`src/rtl/serial_sub_pkg.sv`:
```
// serial_sub_pkg: shared FSM state encoding and default operand width for the serial subtractor.
package serial_sub_pkg;

    localparam int DEFAULT_WIDTH = 8;

    typedef enum logic [1:0] {
        IDLE = 2'd0,
        RUN  = 2'd1,
        DONE = 2'd2
    } state_t;

endpackage

```
`src/rtl/full_subtractor.sv`:
```
// full_subtractor: one-bit full subtractor cell, d = a - b - bin with borrow out.
module full_subtractor (
    input  logic a,
    input  logic b,
    input  logic bin,
    output logic d,
    output logic bout
);

    assign d    = a ^ b ^ bin;
    assign bout = (~a & b) | (~(a ^ b) & bin);

endmodule

```
`src/rtl/serial_sub_ctrl.sv`:
```
// serial_sub_ctrl: bit-serial subtractor, LSB first, one full_subtractor step per RUN cycle.
// Define SERIAL_SUB_FLAGS_EN to add registered zero/overflow result flags.
module serial_sub_ctrl
    import serial_sub_pkg::*;
#(
    parameter int WIDTH = DEFAULT_WIDTH
) (
    input  logic             clk,
    input  logic             rst_n,
    input  logic             start,
    input  logic [WIDTH-1:0] op_a,
    input  logic [WIDTH-1:0] op_b,
    input  logic             borrow_in,
    output logic             ready,
    output logic             busy,
    output logic             done,
    output logic [WIDTH-1:0] diff,
`ifdef SERIAL_SUB_FLAGS_EN
    output logic             zero,
    output logic             overflow,
`endif
    output logic             borrow_out
);

    localparam int CW = $clog2(WIDTH) + 1;

    state_t           state, state_nxt;
    logic [WIDTH-1:0] a_sr, b_sr, r_sr, r_nxt;
    logic [CW-1:0]    cnt;
    logic             brw, d, bout, last;

    full_subtractor u_fs (
        .a    (a_sr[0]),
        .b    (b_sr[0]),
        .bin  (brw),
        .d    (d),
        .bout (bout)
    );

    assign last  = cnt == CW'(WIDTH - 1);
    assign r_nxt = WIDTH'({d, r_sr} >> 1);

    always_ff @(posedge clk or negedge rst_n) begin
        if (!rst_n) state <= IDLE;
        else        state <= state_nxt;
    end

    always_comb begin
        state_nxt = state == IDLE ? (start ? RUN : IDLE) :
                    state == RUN  ? (last ? DONE : RUN) : IDLE;
    end

    always_comb begin
        ready = state == IDLE;
        busy  = state == RUN;
        done  = state == DONE;
    end

    always_ff @(posedge clk or negedge rst_n) begin
        if (!rst_n) begin
            a_sr       <= '0;
            b_sr       <= '0;
            r_sr       <= '0;
            brw        <= 1'b0;
            cnt        <= '0;
            diff       <= '0;
            borrow_out <= 1'b0;
`ifdef SERIAL_SUB_FLAGS_EN
            zero       <= 1'b0;
            overflow   <= 1'b0;
`endif
        end else if (state == IDLE && start) begin
            a_sr <= op_a;
            b_sr <= op_b;
            brw  <= borrow_in;
            cnt  <= '0;
        end else if (state == RUN) begin
            a_sr <= a_sr >> 1;
            b_sr <= b_sr >> 1;
            r_sr <= r_nxt;
            brw  <= bout;
            cnt  <= cnt + CW'(1);
            if (last) begin
                diff       <= r_nxt;
                borrow_out <= bout;
`ifdef SERIAL_SUB_FLAGS_EN
                // on the last step the shift registers hold the operand MSBs
                zero       <= r_nxt == '0;
                overflow   <= (a_sr[0] ^ b_sr[0]) & (d ^ a_sr[0]);
`endif
            end
        end
    end

endmodule
```
`config.mk`:
```
export PLATFORM = sky130hd
export DESIGN_NAME = serial_sub_ctrl
export DESIGN_NICKNAME = d
export VERILOG_FILES = /design/src/rtl/serial_sub_pkg.sv /design/src/rtl/full_subtractor.sv /design/src/rtl/serial_sub_ctrl.sv
export SDC_FILE = /design/constraint.sdc
export NUM_CORES = 1
export LEC_CHECK = 0
export CAP_MARGIN = 10
export CORE_UTILIZATION = 45
export CTS_CLUSTER_SIZE = 40
export DETAILED_ROUTE_END_ITERATION = 6
export GPL_TIMING_DRIVEN = 0
export PLACE_DENSITY_LB_ADDON = 0.15
export SKIP_CTS_REPAIR_TIMING = 1
export SYNTH_ARGS = -nofsm -noshare
export SYNTH_HDL_FRONTEND = slang
export SYNTH_SLANG_ARGS = --single-unit
```
`constraint.sdc`:
```
create_clock -name clk -period 1.4 [get_ports clk]
set_input_delay 0.14 -clock clk [delete_from_list [all_inputs] [get_ports clk]]
set_output_delay 0.14 -clock clk [all_outputs]
set_load 0.03 [all_outputs]
```
# After elaboration in Yosys (flattened, before gate mapping)
# Cells that the tools add are included.
[totals]
regBits = 40
latch_bits = 0
mem_bits_rw = 0
romBits = 0
inputBits = 20
n_memories = 0
[op_classes]
n_addsub = 1
mul = 0
div_mod_pow = 0
order_cmp = 0
n_eq_ne = 3
n_shift = 0
mux = 12
n_bitwise = 8
n_reduce_logical = 5
[ops]
columns = ["operator", "n"]
rows = [
  ["8-bit two-way mux", 4],
  ["4-bit two-way mux", 2],
  ["2-bit two-way mux", 3],
  ["4-bit by 1-bit adder with 4-bit output (second input constant)", 1],
  ["4-bit by 3-bit == test with 1-bit output (second input constant)", 1],
  ["1-bit two-way mux", 3],
  ["1-bit inverter", 3],
  ["3-bit AND reduction", 1],
  ["1-bit AND", 2],
  ["2-bit by 1-bit == test with 1-bit output (second input constant)", 1],
  ["2-bit == test (second input constant)", 1],
  ["2-bit zero test", 1],
  ["2-bit AND reduction", 1],
  ["2-bit nonzero test", 1],
  ["1-bit bitwise XOR", 2],
  ["1-bit logical AND", 1],
  ["1-bit OR", 1],
]

# Logic depth before layout (Yosys ltp)
[logic_depth]
ltp_word = 6
mapped_depth = 6
ltp_nobuf = 4

# By module
# A second synthesis with hierarchy kept.
[hier_totals]
hier_cells = 167
hier_area_um2 = 1654.1
[by_module_without_submodules]
columns = ["mod", "n_inst", "cells_per_inst", "area_per_inst_um2", "seq_area_each_um2"]
rows = [
  ["serial_sub_ctrl", 1, 163, 1622.8, 975.9],
  ["full_subtractor", 1, 4, 31.3, 0.0],
]

# Worst setup path after synthesis
# No wires, ideal clock.
[synth_path]
path_kind = "register to register"
start = "reg state[1]"
end = "reg state[0]"
setup_time_ns = 0.068
arrival_ns = 1.516
setup_slack_ns = -0.184
path_stages_with_launch = 7
n_path_buf = 2
cell_sequence = "dfrtp_1 > nand2b_1 > buf_6 > clkinv_1 > clkbuf_1 > o21ai_0 > nand2_1"
[synth_via]
elab_chain_len = 3
elab_cells_between_ends = 4
classes_between = "eq/ne: 1; mux: 2; reduce/logical: 1"
[synth_lines]
columns = ["element", "line", "text"]
rows = [
  ["from (decl)", "serial_sub_ctrl.sv:27", "state_t state, state_nxt;"],
  ["from (signal assigned)", "serial_sub_ctrl.sv:45", "else state <= state_nxt;"],
  ["2-bit by 1-bit == test with 1-bit output", "n/a", ""],
  ["via busy", "serial_sub_ctrl.sv:15", "output logic busy,"],
  ["2-bit two-way mux", "serial_sub_ctrl.sv:50", "state == RUN ? (last ? DONE : RUN) : IDLE;"],
  ["2-bit two-way mux", "serial_sub_ctrl.sv:49", "state_nxt = state == IDLE ? (start ? RUN : IDLE) :"],
  ["via state_nxt[0]", "serial_sub_ctrl.sv:27", ""],
]
# The timed path passes the listed nets, and every way through them passes these cells.
# A chain may end at the register's enable or synchronous reset.

# Final worst setup path
[layout_path]
start = "reg state[0]"
end = "out ready"
[layout_via]
elab_chain_len = 1
[layout_lines]
columns = ["element", "line", "text"]
rows = [
  ["2-bit zero test", "serial_sub_ctrl.sv:54", "ready = state == IDLE;"],
  ["to (decl)", "serial_sub_ctrl.sv:14", "output logic ready,"],
]
# No other way between the ends.

==> flow_metrics.env <==
export IMPL_fillers=278
export IMPL_firstDrtPassIters=4
export IMPL_path_clk_slew_ns=0.11
export IMPL_grtUsageMet3_pct=6.93
export IMPL_power_density_mw_per_mm2=2220
export IMPL_yosys_warnings=0
export IMPL_grt_pass1_vias=1268
export IMPL_syn_to_final_growth_pct=40.5
export IMPL_clockPowerShare_pct=11.4
export IMPL_worst_setup_path_type="register to output port"
export IMPL_ys_seq_elements=39
export IMPL_p_int_mw=3.07
export IMPL_power_mw=5.14
export IMPL_synth_cell_types=26
export IMPL_grt_first_pass_wirelength_mm=5.77
export IMPL_timing_rr_start="state[1]$_DFF_PN0_"
export IMPL_max_freq_mhz=654
export IMPL_worstPathRequired_ns=1.26
export IMPL_io_buffers=31
export IMPL_max_clock_path_buffers=2
export IMPL_cts_sinks=39
export IMPL_stdcell_count=260
export IMPL_final_nets=236
export IMPL_synth_top_area_cell="dfrtp_1"
export IMPL_p_leak_nw=1.17
export IMPL_antenna_found_initial=0
export IMPL_dp_cells=243
export IMPL_chipHeight_um=62.6
export IMPL_grt_start_max_net_pins=40
export IMPL_status="finished, violations left"
export IMPL_r2r_slack_ns=-0.13
export IMPL_failed_checks="setup timing"
export IMPL_synth_avg_cell_area_um2=9.95
export IMPL_slew_limit_headroom_pct=42.5
export IMPL_netlist_top_cells_area="dfrtp_1, nand2_1, mux2_2, a31oi_1, nor2_1"
export IMPL_io_pins=32
export IMPL_syn_area_mm2=0.00165
export IMPL_utilization_pct=67.9
export IMPL_wl_mm=3.76
export IMPL_track_usage_pct=19.4
export IMPL_start_util_pct=48.4
export IMPL_fin_tns_setup_ns=-2.05
export IMPL_combPwrFrac_pct=50.4
export IMPL_antennaDiodeCount=0
export IMPL_ys_seq_area_share_pct=59.1
export IMPL_skew_ns=0.00479
export IMPL_grt_use_met2_pct=29.8
export IMPL_drv_cap=0
export IMPL_hp_start="op_b[7]"
export IMPL_root_buffer="clkbuf_4"
export IMPL_wl_per_cell_um=14.5
export IMPL_critPathMaxFanout=4
export IMPL_period_needed_ns=1.53
export IMPL_synth_top_area_share_pct=59.1
export IMPL_rsz0062_at_grt="yes"
export IMPL_ctsHtreeMaxLevel=2
export IMPL_numCtsBuffers=5
export IMPL_switching_power_mw=2.07
export IMPL_power_frac_seq_pct=38.3
export IMPL_worstHoldPathCells=3
export IMPL_ant_nets=0
export IMPL_die_area_mm2=0.00392
export IMPL_r2r_end="diff[3]$_DFFE_PN0P_"
export IMPL_cp_end_kind="output port"
export IMPL_dp_hpwl_mm=2.27
export IMPL_drcViolationCount=0
export IMPL_hold_class="primary input to register"
export IMPL_top_usage_layer="met2"
export IMPL_syn_inst=166
export IMPL_rows=21
export IMPL_worstSkewPairLatency_ns=0.34
export IMPL_drive_above_1_share_pct=24.3
export IMPL_setup_violations=21
export IMPL_drtIter0Drc=46
export IMPL_grt_overflow=0
export IMPL_worst_pin_slew_ns=0.862
export IMPL_syn_nets=188
export IMPL_core_area_mm2=0.00342
export IMPL_dpl_cell_area_mm2=0.00203
export IMPL_vias_per_cell=5.23
export IMPL_die_w_um=62.6
export IMPL_vdd_drop_max_uv=1060
export IMPL_cts_tree="done"
export IMPL_startpoint_type="register"
export IMPL_postLayoutSetupSlackWorst_ns=-0.129
export IMPL_p_sw_share_pct=40.3
export IMPL_use_met1_pct=26.0
export IMPL_holdPathEnd="b_sr[7]$_DFFE_PN0P_"
export IMPL_place_congestion=0.794
export IMPL_cp_arrival_ns=1.39
export IMPL_period_share_pct=109
export IMPL_slew_violations=0
export IMPL_final_cell_area_mm2=0.00232
export IMPL_r2r_cells=5
export IMPL_vias=1359
export IMPL_hold_violations=0
export IMPL_startpoint="state[0]$_DFF_PN0_"
## how the worst max path moves through the flow
stage / endpoint / slack (ns) / cells after the start
floorplan: diff[1]$_DFFE_PN0P_ / -0.08 / 4
global placement: diff[1]$_DFFE_PN0P_ / -0.70 / 1
detailed placement: busy / -0.53 / 5
CTS: busy / -0.94 / 5
global route: ready / -0.19 / 4
finish: ready / -0.13 / 4
## cell families after synthesis
logic type,share of synthesized area [%]
buffers and inverters,3.33
adders and majority gates,1.97
muxes,6.67
DFF,59.1
AOI/OAI and AO/OA,8.33
and+or+nand+nor,20.6
## cells in the mapped netlist
cell	instances
a31oi_1	12
mux2i_1	2
nand2b_1	1
a221o_1	1
nand3_1	3
nand4_1	1
a21oi_1	1
ha_1	1
buf_6	1
o21ba_2	1
nand2_1	59
o21bai_1	1
o21ai_0	3
clkinv_1	1
inv_1	3
fa_1	1
mux2_2	8
nor3b_1	1
nor2_1	14
a22oi_1	2
buf_2	2
nor2b_1	1
clkbuf_1	5
nor3_4	1
or3b_2	1
dfrtp_1	39
## final cells by class
class                           instances  area, µm²  share of cell area [%]
Buffer                                  6       56.3                    2.43
Clock buffer                            6       51.3                    2.21
Clock inverter                          1       5.00                   0.216
Inverter                                4       18.8                   0.809
Multi-Input combinational cell        115        713                    30.7
Sequential cell                        39        977                    42.1
Tap cell                               46       57.6                    2.48
Timing Repair Buffer                   43        440                    19.0
## placed cells by master, fill, tap and decap left out, drive strengths merged, types with 2 or more instances in the layout
cell type | netlist | routed
inv | 3 | 3
nor2 | 14 | 14
clkdlybuf4s50 | 0 | 18
nand2 | 59 | 59
dlymetal6s2s | 0 | 9
a31oi | 12 | 12
nand3 | 3 | 3
o21ai | 3 | 3
mux2 | 8 | 8
dfrtp | 39 | 39
clkbuf | 5 | 7
mux2i | 2 | 2
buf | 3 | 20
a22oi | 2 | 2
## metrics by stage
stage                     worst slack, ns  hold slack, ns
after floorplan                   -0.0774          -0.156
after global placement             -0.703           0.464
after detailed placement           -0.528           0.298
after CTS                          -0.940         -0.0884
after global routing               -0.192           0.326
final                              -0.129           0.326
## power groups by stage
stage	Combinational, mW	Sequential, mW	Clock [mW]
detailed placement	2.16	2.00	0
floorplan	1.26	2.15	0
global placement	2.09	1.97	0
finish	2.59	1.97	0.584
CTS	2.17	1.97	0.608
global route	2.82	2.04	0.651
## critical path, stage by stage (launching register included)
cell	delay, ns
dfrtp_2	0.46
buf_4	0.16
buf_6	0.12
nor2_1	0.12
buf_4	0.19
## metal layers
layer,vias up,wire (µm)
li1,647,-
met1,672,1660
met2,34,1850
met3,6,195
met4,0,57
met5,-,0
## flip-flops by register name, indices dropped and copies added, names as in the netlist
signal,flops
borrow_out,1
b_sr,8
cnt,4
a_sr,8
brw,1
r_sr,7
state,2
diff,8
Note: power is estimated with default switching activity, not from simulation.
